File: src/rtl/serial_adder_pkg.sv
// serial_adder_pkg: FSM state encoding and width limits shared by the serial adder.
package serial_adder_pkg;
  typedef enum logic [1:0] {SA_IDLE, SA_RUN, SA_DONE} sa_state_t;
  localparam int SA_W_DEFAULT = 8;
  localparam int SA_W_MAX = 32;
endpackage

File: src/rtl/full_adder.sv
// full_adder: one-bit full adder cell.
module full_adder (
  input  logic a,
  input  logic b,
  input  logic ci,
  output logic s,
  output logic co
);
  assign s = a ^ b ^ ci;
  assign co = (a & b) | (ci & (a ^ b));
endmodule

File: src/rtl/serial_adder.sv
// serial_adder: bit-serial W-bit adder with valid/ready in/out handshakes, LSB first.
// Define SERIAL_ADDER_OVF_EN to add the signed-overflow output ovf.
module serial_adder
  import serial_adder_pkg::*;
#(
  parameter int W = SA_W_DEFAULT
) (
  input  logic         clk,
  input  logic         rst_n,
  input  logic         in_valid,
  output logic         in_ready,
  input  logic [W-1:0] a,
  input  logic [W-1:0] b,
  input  logic         cin,
  output logic         out_valid,
  input  logic         out_ready,
  output logic [W-1:0] sum,
  output logic         cout,
  output logic         busy
`ifdef SERIAL_ADDER_OVF_EN
  ,
  output logic         ovf
`endif
);
  localparam int CW = $clog2(W) + 1;
  sa_state_t state;
  logic [W-1:0] a_sh, b_sh, sum_sh;
  logic c_q, fa_s, fa_c;
  logic [CW-1:0] cnt;
  full_adder u_fa (.a(a_sh[0]), .b(b_sh[0]), .ci(c_q), .s(fa_s), .co(fa_c));
  assign in_ready = state == SA_IDLE;
  assign busy = state == SA_RUN;
  assign out_valid = state == SA_DONE;
  assign sum = sum_sh;
  assign cout = c_q;
  always_ff @(posedge clk) begin
    if (!rst_n) begin
      state <= SA_IDLE;
      a_sh <= '0;
      b_sh <= '0;
      sum_sh <= '0;
      c_q <= 1'b0;
      cnt <= '0;
`ifdef SERIAL_ADDER_OVF_EN
      ovf <= 1'b0;
`endif
    end else begin
      case (state)
        SA_IDLE: if (in_valid) begin
          a_sh <= a;
          b_sh <= b;
          c_q <= cin;
          cnt <= '0;
          state <= SA_RUN;
        end
        SA_RUN: begin
          a_sh <= a_sh >> 1;
          b_sh <= b_sh >> 1;
          sum_sh <= W'({fa_s, sum_sh} >> 1);
          c_q <= fa_c;
          cnt <= cnt + CW'(1);
          if (cnt == CW'(W - 1)) begin
            state <= SA_DONE;
`ifdef SERIAL_ADDER_OVF_EN
            // c_q is the carry into the MSB, fa_c the carry out of it
            ovf <= c_q ^ fa_c;
`endif
          end
        end
        SA_DONE: if (out_ready) state <= SA_IDLE;
        default: state <= SA_IDLE;
      endcase
    end
  end
endmodule

File: config.mk
export PLATFORM = sky130hd
export DESIGN_NAME = serial_adder
export DESIGN_NICKNAME = d
export VERILOG_FILES = /design/src/rtl/serial_adder_pkg.sv /design/src/rtl/full_adder.sv /design/src/rtl/serial_adder.sv
export SDC_FILE = /design/constraint.sdc
export NUM_CORES = 1
export LEC_CHECK = 0
export CAP_MARGIN = 20
export CORE_ASPECT_RATIO = 0.7
export CORE_MARGIN = 10
export CORE_UTILIZATION = 35
export DETAILED_ROUTE_END_ITERATION = 16
export PLACE_DENSITY = 0.57
export SYNTH_ARGS = -nofsm -noshare
export SYNTH_HDL_FRONTEND = slang
export SYNTH_SLANG_ARGS = --single-unit
File: constraint.sdc
create_clock -name clk -period 2.5 [get_ports clk]
set_input_delay 0.75 -clock clk [delete_from_list [all_inputs] [get_ports clk]]
set_output_delay 0.75 -clock clk [all_outputs]
set_load 0.005 [all_outputs]
After elaboration in Yosys (flattened, before gate mapping). Index checks and enable logic that the tools add are counted. Widths: inputs -> output; s select.

Memories kept: 0. Register bits: 31. Input port bits: 21. RAM bits: 0. ROM bits: 0. Word-level logic and storage cells: 34. Output and inout port bits: 12. Bits in latches: 0.

Reductions and logical operators: 4. Equal/unequal tests: 6. Muxes and demuxes: 12. Multipliers: 0. Bitwise operators: 5. Divide/modulo/power cells: 0. Add/sub/neg operators: 1. Shift operators: 0. Order comparisons: 0.

Operator list (count): $pmux 8 s2 (2); $mux 8 (2); $pmux 4 s2 (1); $mux 2 (3); $pmux 2 s3 (1); $add 4x1->4 const B (1); $eq 4x3->1 const B (1); $mux 4 (1); $ne 2x1->1 const B (2); $reduce_and 3->1 (1); $and 1x1->1 (2); $eq 2x1->1 const B (1); $eq 2x2->1 const B (1); $logic_not 2->1 (1); $ne 2x2->1 const B (1); $pmux 1 s2 (1); $reduce_and 2->1 (1); $reduce_bool 2->1 (1); $xor 1x1->1 (2); $mux 1 (1); $or 1x1->1 (1).

Logic depth before layout (Yosys ltp). Gate-level depths: netlist of run 1.

Depth after elaboration: 4. Gate-level depth with buffers: 6. Depth with buffers taken out: 4.

Cells and area by module. Synthesis of run 1 repeated with hierarchy kept, for this count alone.

Cell total of the unflattened synthesis: 155. Area total of the unflattened synthesis: 1332.5 sq um.

Modules (own cells, without submodules): serial_adder (instances 1, cells an instance 154, sequential area each 620.6 sq um, area each 1312.5 sq um); full_adder (instances 1, cells an instance 1, sequential area each 0.0 sq um, area each 20.0 sq um).

Worst setup path before layout of run 1. Ideal clock, no wire load.

Path kind: register to output. Start point: register state[1]. End point: output port out_valid. Buffers on the path: 1. Slack: 916 ps. Data required time: 1750 ps. Cell stages (with the launch flop): 4. Arrival: 834 ps. Cells stage by stage: dfxtp_1 inv_1 clkbuf_1 nor2_1.

Longest elaborated chain between the ends: 1.

Ends and longest elaborated chain: start: declaration (line serial_adder.sv:26) `sa_state_t state;`; start signal: assignment (line serial_adder.sv:38) `state <= SA_IDLE;`; start signal: assignment (line serial_adder.sv:54) `state <= SA_RUN;`; start signal: assignment (line serial_adder.sv:63) `state <= SA_DONE;`; $eq 2x2->1 (line serial_adder.sv:33) `assign out_valid = state == SA_DONE;`; end: declaration (line serial_adder.sv:15) `output logic out_valid,`.

Every way passes these cells.

Final worst setup path of run 1.
Start point: register state[0]. End point: output port busy.

Longest elaborated chain between the ends: 1.

Ends and longest elaborated chain: $eq 2x1->1 (line serial_adder.sv:32) `assign busy = state == SA_RUN;`; end: declaration (line serial_adder.sv:19) `output logic busy`.

Every way passes these cells.

==> results.tsv, run 1 <==
metric	value	unit
place_hpwl	2430	um
finalSetupViolCount	0	
row_count	18	
post_cts_buffers	0	
peakVddDrop	0.000386	V
rsz0062_at_grt	false	
dieWidth	93.3	um
cellPowerDensity	596	nW/um2
drt_iter0_markers	33	
clkLatencyLatePin	0.28	ns
grt_pass1_wl	5580	um
p_leak	0.636	nW
dp.cells	229	
cts_resized	0	
postPlaceCellArea	1670	um2
ios	33	
timing.final.crit_share	90.3	%
cts_buffers	5	
crit_path_start	state[0]	
setup-tns-final	0	ns
maxCapViolations	0	
antenna_found_initial	0	
drive_gt1_share	7.03	%
syn_area	1320	um2
regToRegEndpoint	cnt[2]	
clk_pin_slew	0.06	ns
yosysTopAreaCell	dfxtp_1	
max_freq	443	MHz
hp-class	flip-flop to flip-flop	
p_total	1.04	mW
clock-root-buffer	clkbuf_8	
synthFlopType	dfxtp_1	
cts_buffer_depth	2	
multi_input_area	611	um2
period_needed	2.26	ns
seq_area_frac_synth	47.1	%
firstDrtPassIters	4	
gp_congestion	0.772	
synth_cell_types	29	
diodes	0	
vias	1196	
grt_max_degree	19	
hold_violations	0	
fp.dieH	71.3	um
ant_nets	0	
end_kind	output port	
stdcell_count	235	
synthCells	152	
r2r_start	state[0]	
start_util	36.8	%
slew_headroom	68.1	%
cts_hold_buf	0	
async_flop_share	0	%
wl_per_cell	14.0	um
grt_overflow	0	
worstHoldPathCells	2	
nets	209	
finalInstanceArea	1740	um2
outcome	finished clean	
layout.area.seq	621	um2
synth.avg_cell_area	8.66	um2
cts_tree	done	
required	1.75	ns
synth_edf_count	0	
finalMaxSlewViolations	0	
synth_top_area_share	47.1	%
clock_skew	0.00558	ns
h-tree-depth	2	
port_buffers	32	
r2r_setup_slack	1.13	ns
syn_to_final_growth	32.1	%
wl	3280	um
dieArea	6650	um2
crit_end	busy	
critPathArrivalTime	1.51	ns
synth_nets	175	
cp_max_fo	12	
critPathKind	flip-flop to output port	
ys_warn_count	0	
coreArea	3580	um2
worstSetupStartpointType	flip-flop	
ys_ff_latch	31	
grt_pass1_vias	1148	
hold-worst-slack	0.461	ns
fillCellCount	351	
drcViolationCount	0	
clock-sinks	31	
vias_per_cell	5.09	
tightestPinTransition	0.477	ns
r2r_cells	4	
ys_top_cells_by_area	dfxtp_1 47%, a21oi_1 9.5%, o21ai_0 5.7%	
grt_usage	10.3	%
-- flip-flops by register name, indices dropped and copies added (netlist names) --
| name | cells |
|---|---|
| a_sh | 8 |
| b_sh | 8 |
| sum | 8 |
| cnt | 4 |
| state | 2 |
| cout | 1 |
-- where the power goes --
| part | internal [mW] | switching (mW) | total, mW |
|---|---|---|---|
| Sequential | 0.524 | 0.0194 | 0.544 |
| Combinational | 0.0780 | 0.0711 | 0.149 |
| Clock | 0.185 | 0.160 | 0.344 |
| Total | 0.787 | 0.250 | 1.04 |
-- worst min-delay path by stage --
| stage | startpoint | to | slack, ns |
|---|---|---|---|
| 2_1_floorplan | sum[0] | sum[0] | 0.45 |
| 3_3_place_gp | sum[3] | sum[2] | 0.46 |
| 3_5_place_dp | sum[0] | sum[0] | 0.46 |
| 4_1_cts | sum[0] | sum[0] | 0.46 |
| 5_1_grt | sum[0] | sum[0] | 0.48 |
| 6_report | sum[0] | sum[0] | 0.46 |
-- per-layer routing --
metal	GRT usage, %	vias up	routed length [um]	share of wire (%)
li1	-	608	-	-
met1	13.2	548	1510	46
met2	14.8	32	1490	46
met3	4.68	8	225	6.9
met4	4.10	0	48	1.5
met5	0	-	0	0
-- metrics by stage --
stage | utilization [%] | worst slack [ns]
after floorplan | - | 0.916
after global placement | 46.5 | 0.505
after detailed placement | 46.5 | 0.492
after CTS | 48.6 | 0.230
after global routing | 48.6 | 0.137
final | 48.6 | 0.242
-- cell families (layout without fill, tap and decap cells) --
kind of cell,Yosys count,after routing,synth area share [%]
adders and majority gates,2,2,2.47
buffers and inverters,14,47,6.46
DFF,31,31,47.1
and+or+nand+nor,42,42,14.1
AOI/OAI and AO/OA,63,63,29.8
-- cell type report --
cell class / instances / share of cell area (%)
Clock buffer: 6 / 4.17
Tap cell: 50 / 3.60
Timing Repair Buffer: 37 / 20.6
Sequential cell: 31 / 35.7
Inverter: 4 / 0.863
Multi-Input combinational cell: 107 / 35.1
-- synth_stat cells (2+ instances only) --
master	count
a21oi_1	25
a32oi_1	2
buf_2	2
buf_6	4
clkbuf_1	3
dfxtp_1	31
inv_1	4
nand2_1	18
nand3_1	2
nor2_1	15
nor3_1	2
o21ai_0	15
o22ai_1	6
o2bb2ai_1	8
-- placed cells by master (no fill, tap or decap) --
cell             count
nand2b_4             1
o211a_1              1
a21oi_1             25
or3_1                1
nand2b_1             1
nand4b_1             1
o2bb2ai_1            8
nand3_1              2
buf_4                5
dfxtp_1             31
nand2_1             18
fa_1                 1
o21bai_1             1
o22ai_1              6
a22oi_1              1
a31oi_1              1
nor3_1               2
o21ai_0             15
clkbuf_1             1
clkdlybuf4s50_1     32
a211oi_2             1
a32oi_1              2
ha_1                 1
and3_1               1
clkbuf_8             5
nor2_1              15
o21a_1               1
o21ba_4              1
inv_1                4
-- critical path: stages (launching register included) --
cell,delay [ns]
dfxtp_1,0.49
nand2b_4,0.15
inv_1,0.09
clkdlybuf4s50_1,0.50
Note: power is estimated with default switching activity, not from simulation.
==> inputs of run 2 (changes only) <==
--- a/config.mk
+++ b/config.mk
@@ -5,12 +5,14 @@
 export SDC_FILE = /design/constraint.sdc
 export NUM_CORES = 1
 export LEC_CHECK = 0
+export ABC_AREA = 1
 export CAP_MARGIN = 20
 export CORE_ASPECT_RATIO = 0.7
 export CORE_MARGIN = 10
 export CORE_UTILIZATION = 35
 export DETAILED_ROUTE_END_ITERATION = 16
-export PLACE_DENSITY = 0.57
+export GPL_ROUTABILITY_DRIVEN = 0
+export PLACE_DENSITY = 0.56
 export SYNTH_ARGS = -nofsm -noshare
 export SYNTH_HDL_FRONTEND = slang
 export SYNTH_SLANG_ARGS = --single-unit
==> run 2 against run 1 <==
  * Sequential power up 4.8%
  * Largest cell class is now multi-input gates
  * Critical path depth unchanged
  * Critical path type unchanged
  * Setup slack better by 0.024 ns
  * Cell area grew 8.4%
  * Critical endpoint unchanged
  * First-iteration DRC count grew 30%
  * Count of clock-buffer cells in the layout is the same
==> results.tsv, run 2 <==
metric	value	unit
outcome	finished clean	
multi_input_area	676	um2
dieArea	7200	um2
drive_gt1_share	8.20	%
layout.area.seq	621	um2
wl_per_cell	12.2	um
grt_usage	10.4	%
layout_common_cells	45 x nor2_1, 45 x nand2_1, 32 x clkdlybuf4s50_1	
clock_skew	0.00301	ns
p_total	1.23	mW
cts_tree	done	
end_kind	output port	
grt_overflow	0	
postPlaceCellArea	1800	um2
worstSetupStartpointType	flip-flop	
synthTopCellsByCount	45 x nand2_1, 45 x nor2_1, 31 x dfxtp_1	
coreArea	3970	um2
setup-tns-final	0	ns
ys_ff_latch	31	
syn_area	1460	um2
synth_nets	235	
max_freq	448	MHz
finalMaxSlewViolations	0	
r2r_setup_slack	1.08	ns
cellPowerDensity	653	nW/um2
firstDrtPassIters	4	
ios	33	
synth_edf_count	0	
seq_area_frac_synth	42.5	%
hold_violations	0	
finalSetupViolCount	0	
drcViolationCount	0	
dp.cells	289	
fp.dieH	74.1	um
wl	3610	um
cts_buffers	5	
antenna_found_initial	0	
place_ws	0.341	ns
cts_hold_buf	0	
vias	1318	
grt_max_degree	29	
required	1.75	ns
synthFlopType	dfxtp_1	
cts_buffer_depth	2	
syn_to_final_growth	29.0	%
ant_nets	0	
start_util	36.8	%
ys_warn_count	0	
dieWidth	97.2	um
critPathArrivalTime	1.48	ns
synth.avg_cell_area	6.89	um2
peakVddDrop	0.000275	V
cp_max_fo	7	
h-tree-depth	2	
ys_top_cells_by_area	dfxtp_1 42%, nand2_1 12%, nor2_1 12%	
clk_pin_slew	0.06	ns
place_hpwl	2570	um
synth_top_area_share	42.5	%
timing.final.crit_share	89.4	%
stdcell_count	296	
period_needed	2.23	ns
p_leak	0.838	nW
async_flop_share	0	%
drt_iter0_markers	43	
maxCapViolations	0	
diodes	0	
fillCellCount	435	
critPathKind	flip-flop to output port	
port_buffers	32	
synthCells	212	
grt_pass1_wl	6000	um
slew_headroom	68.8	%
grt_pass1_vias	1221	
rsz0062_at_grt	false	
utilization	47.5	%
hold-worst-slack	0.470	ns
nets	267	
yosysTopAreaCell	dfxtp_1	
vias_per_cell	4.45	
row_count	19	
finalInstanceArea	1890	um2
synth_cell_types	22	
clkLatencyLatePin	0.28	ns
cts_resized	0	
tightestPinTransition	0.467	ns
hp-class	flip-flop to flip-flop	
post_cts_buffers	0	
clock-root-buffer	clkbuf_8	
clock-sinks	31	
setup_slack	0.266	ns
==> run 2: cell types whose count changed after synthesis, moves of 6 or more <==
| cell | delta |
|---|---|
| nor2_1 | +30 |
| nand2_1 | +27 |
| nand3_1 | +26 |
| a21oi_1 | -17 |
| inv_1 | +17 |
| o2bb2ai_1 | -8 |
| o22ai_1 | -6 |
==> run 2: final timing paths <==
path         depth (start not counted)     start        to
max reg2reg                          6  state[0]  state[1]
min reg2reg                          2   a_sh[7]   a_sh[7]
max                                  3  state[0]      busy
min                                  2   a_sh[7]   a_sh[7]
==> run 2: routing by layer <==
metal	routed length, um	GRT usage [%]
met5	0	0
met4	67	5.31
met3	185	3.89
met2	1380	14.9
met1	1980	13.4
==> run 2: power by group <==
group	total, mW	internal (mW)	switching, mW
logic	0.260	0.125	0.135
registers	0.570	0.537	0.0333
clock network	0.401	0.216	0.185
==> run 2: area by class of cell <==
| type | count | share of cell area, % |
|---|---|---|
| Clock buffer | 6 | 4.38 |
| Clock inverter | 1 | 0.265 |
| Inverter | 23 | 4.58 |
| Multi-Input combinational cell | 147 | 35.8 |
| Sequential cell | 31 | 32.9 |
| Tap cell | 52 | 3.45 |
| Timing Repair Buffer | 36 | 18.6 |
==> run 2: critical path: stages, from the launching register on <==
cell,delay [ns]
dfxtp_1,0.53
inv_2,0.06
nor2_2,0.10
clkdlybuf4s50_1,0.51
==> run 2: logic make-up (layout without fill, tap and decap cells) <==
| family | Yosys count | count (layout) | share of synthesized area (%) |
|---|---|---|---|
| AO/OA/AOI/OAI | 21 | 21 | 7.45 |
| adder cells (fa/ha/maj) | 2 | 2 | 2.23 |
| buffers and inverters | 34 | 66 | 11.3 |
| flip-flops | 31 | 31 | 42.5 |
| AND/OR/NAND/NOR | 124 | 124 | 36.6 |
==> inputs of run 3 (changes only) <==
--- a/config.mk
+++ b/config.mk
@@ -6,7 +6,6 @@
 export NUM_CORES = 1
 export LEC_CHECK = 0
 export ABC_AREA = 1
-export CAP_MARGIN = 20
 export CORE_ASPECT_RATIO = 0.7
 export CORE_MARGIN = 10
 export CORE_UTILIZATION = 35
==> results of run 3 <==
No change in the layout: final DEF, timing and power equal those of run 2.
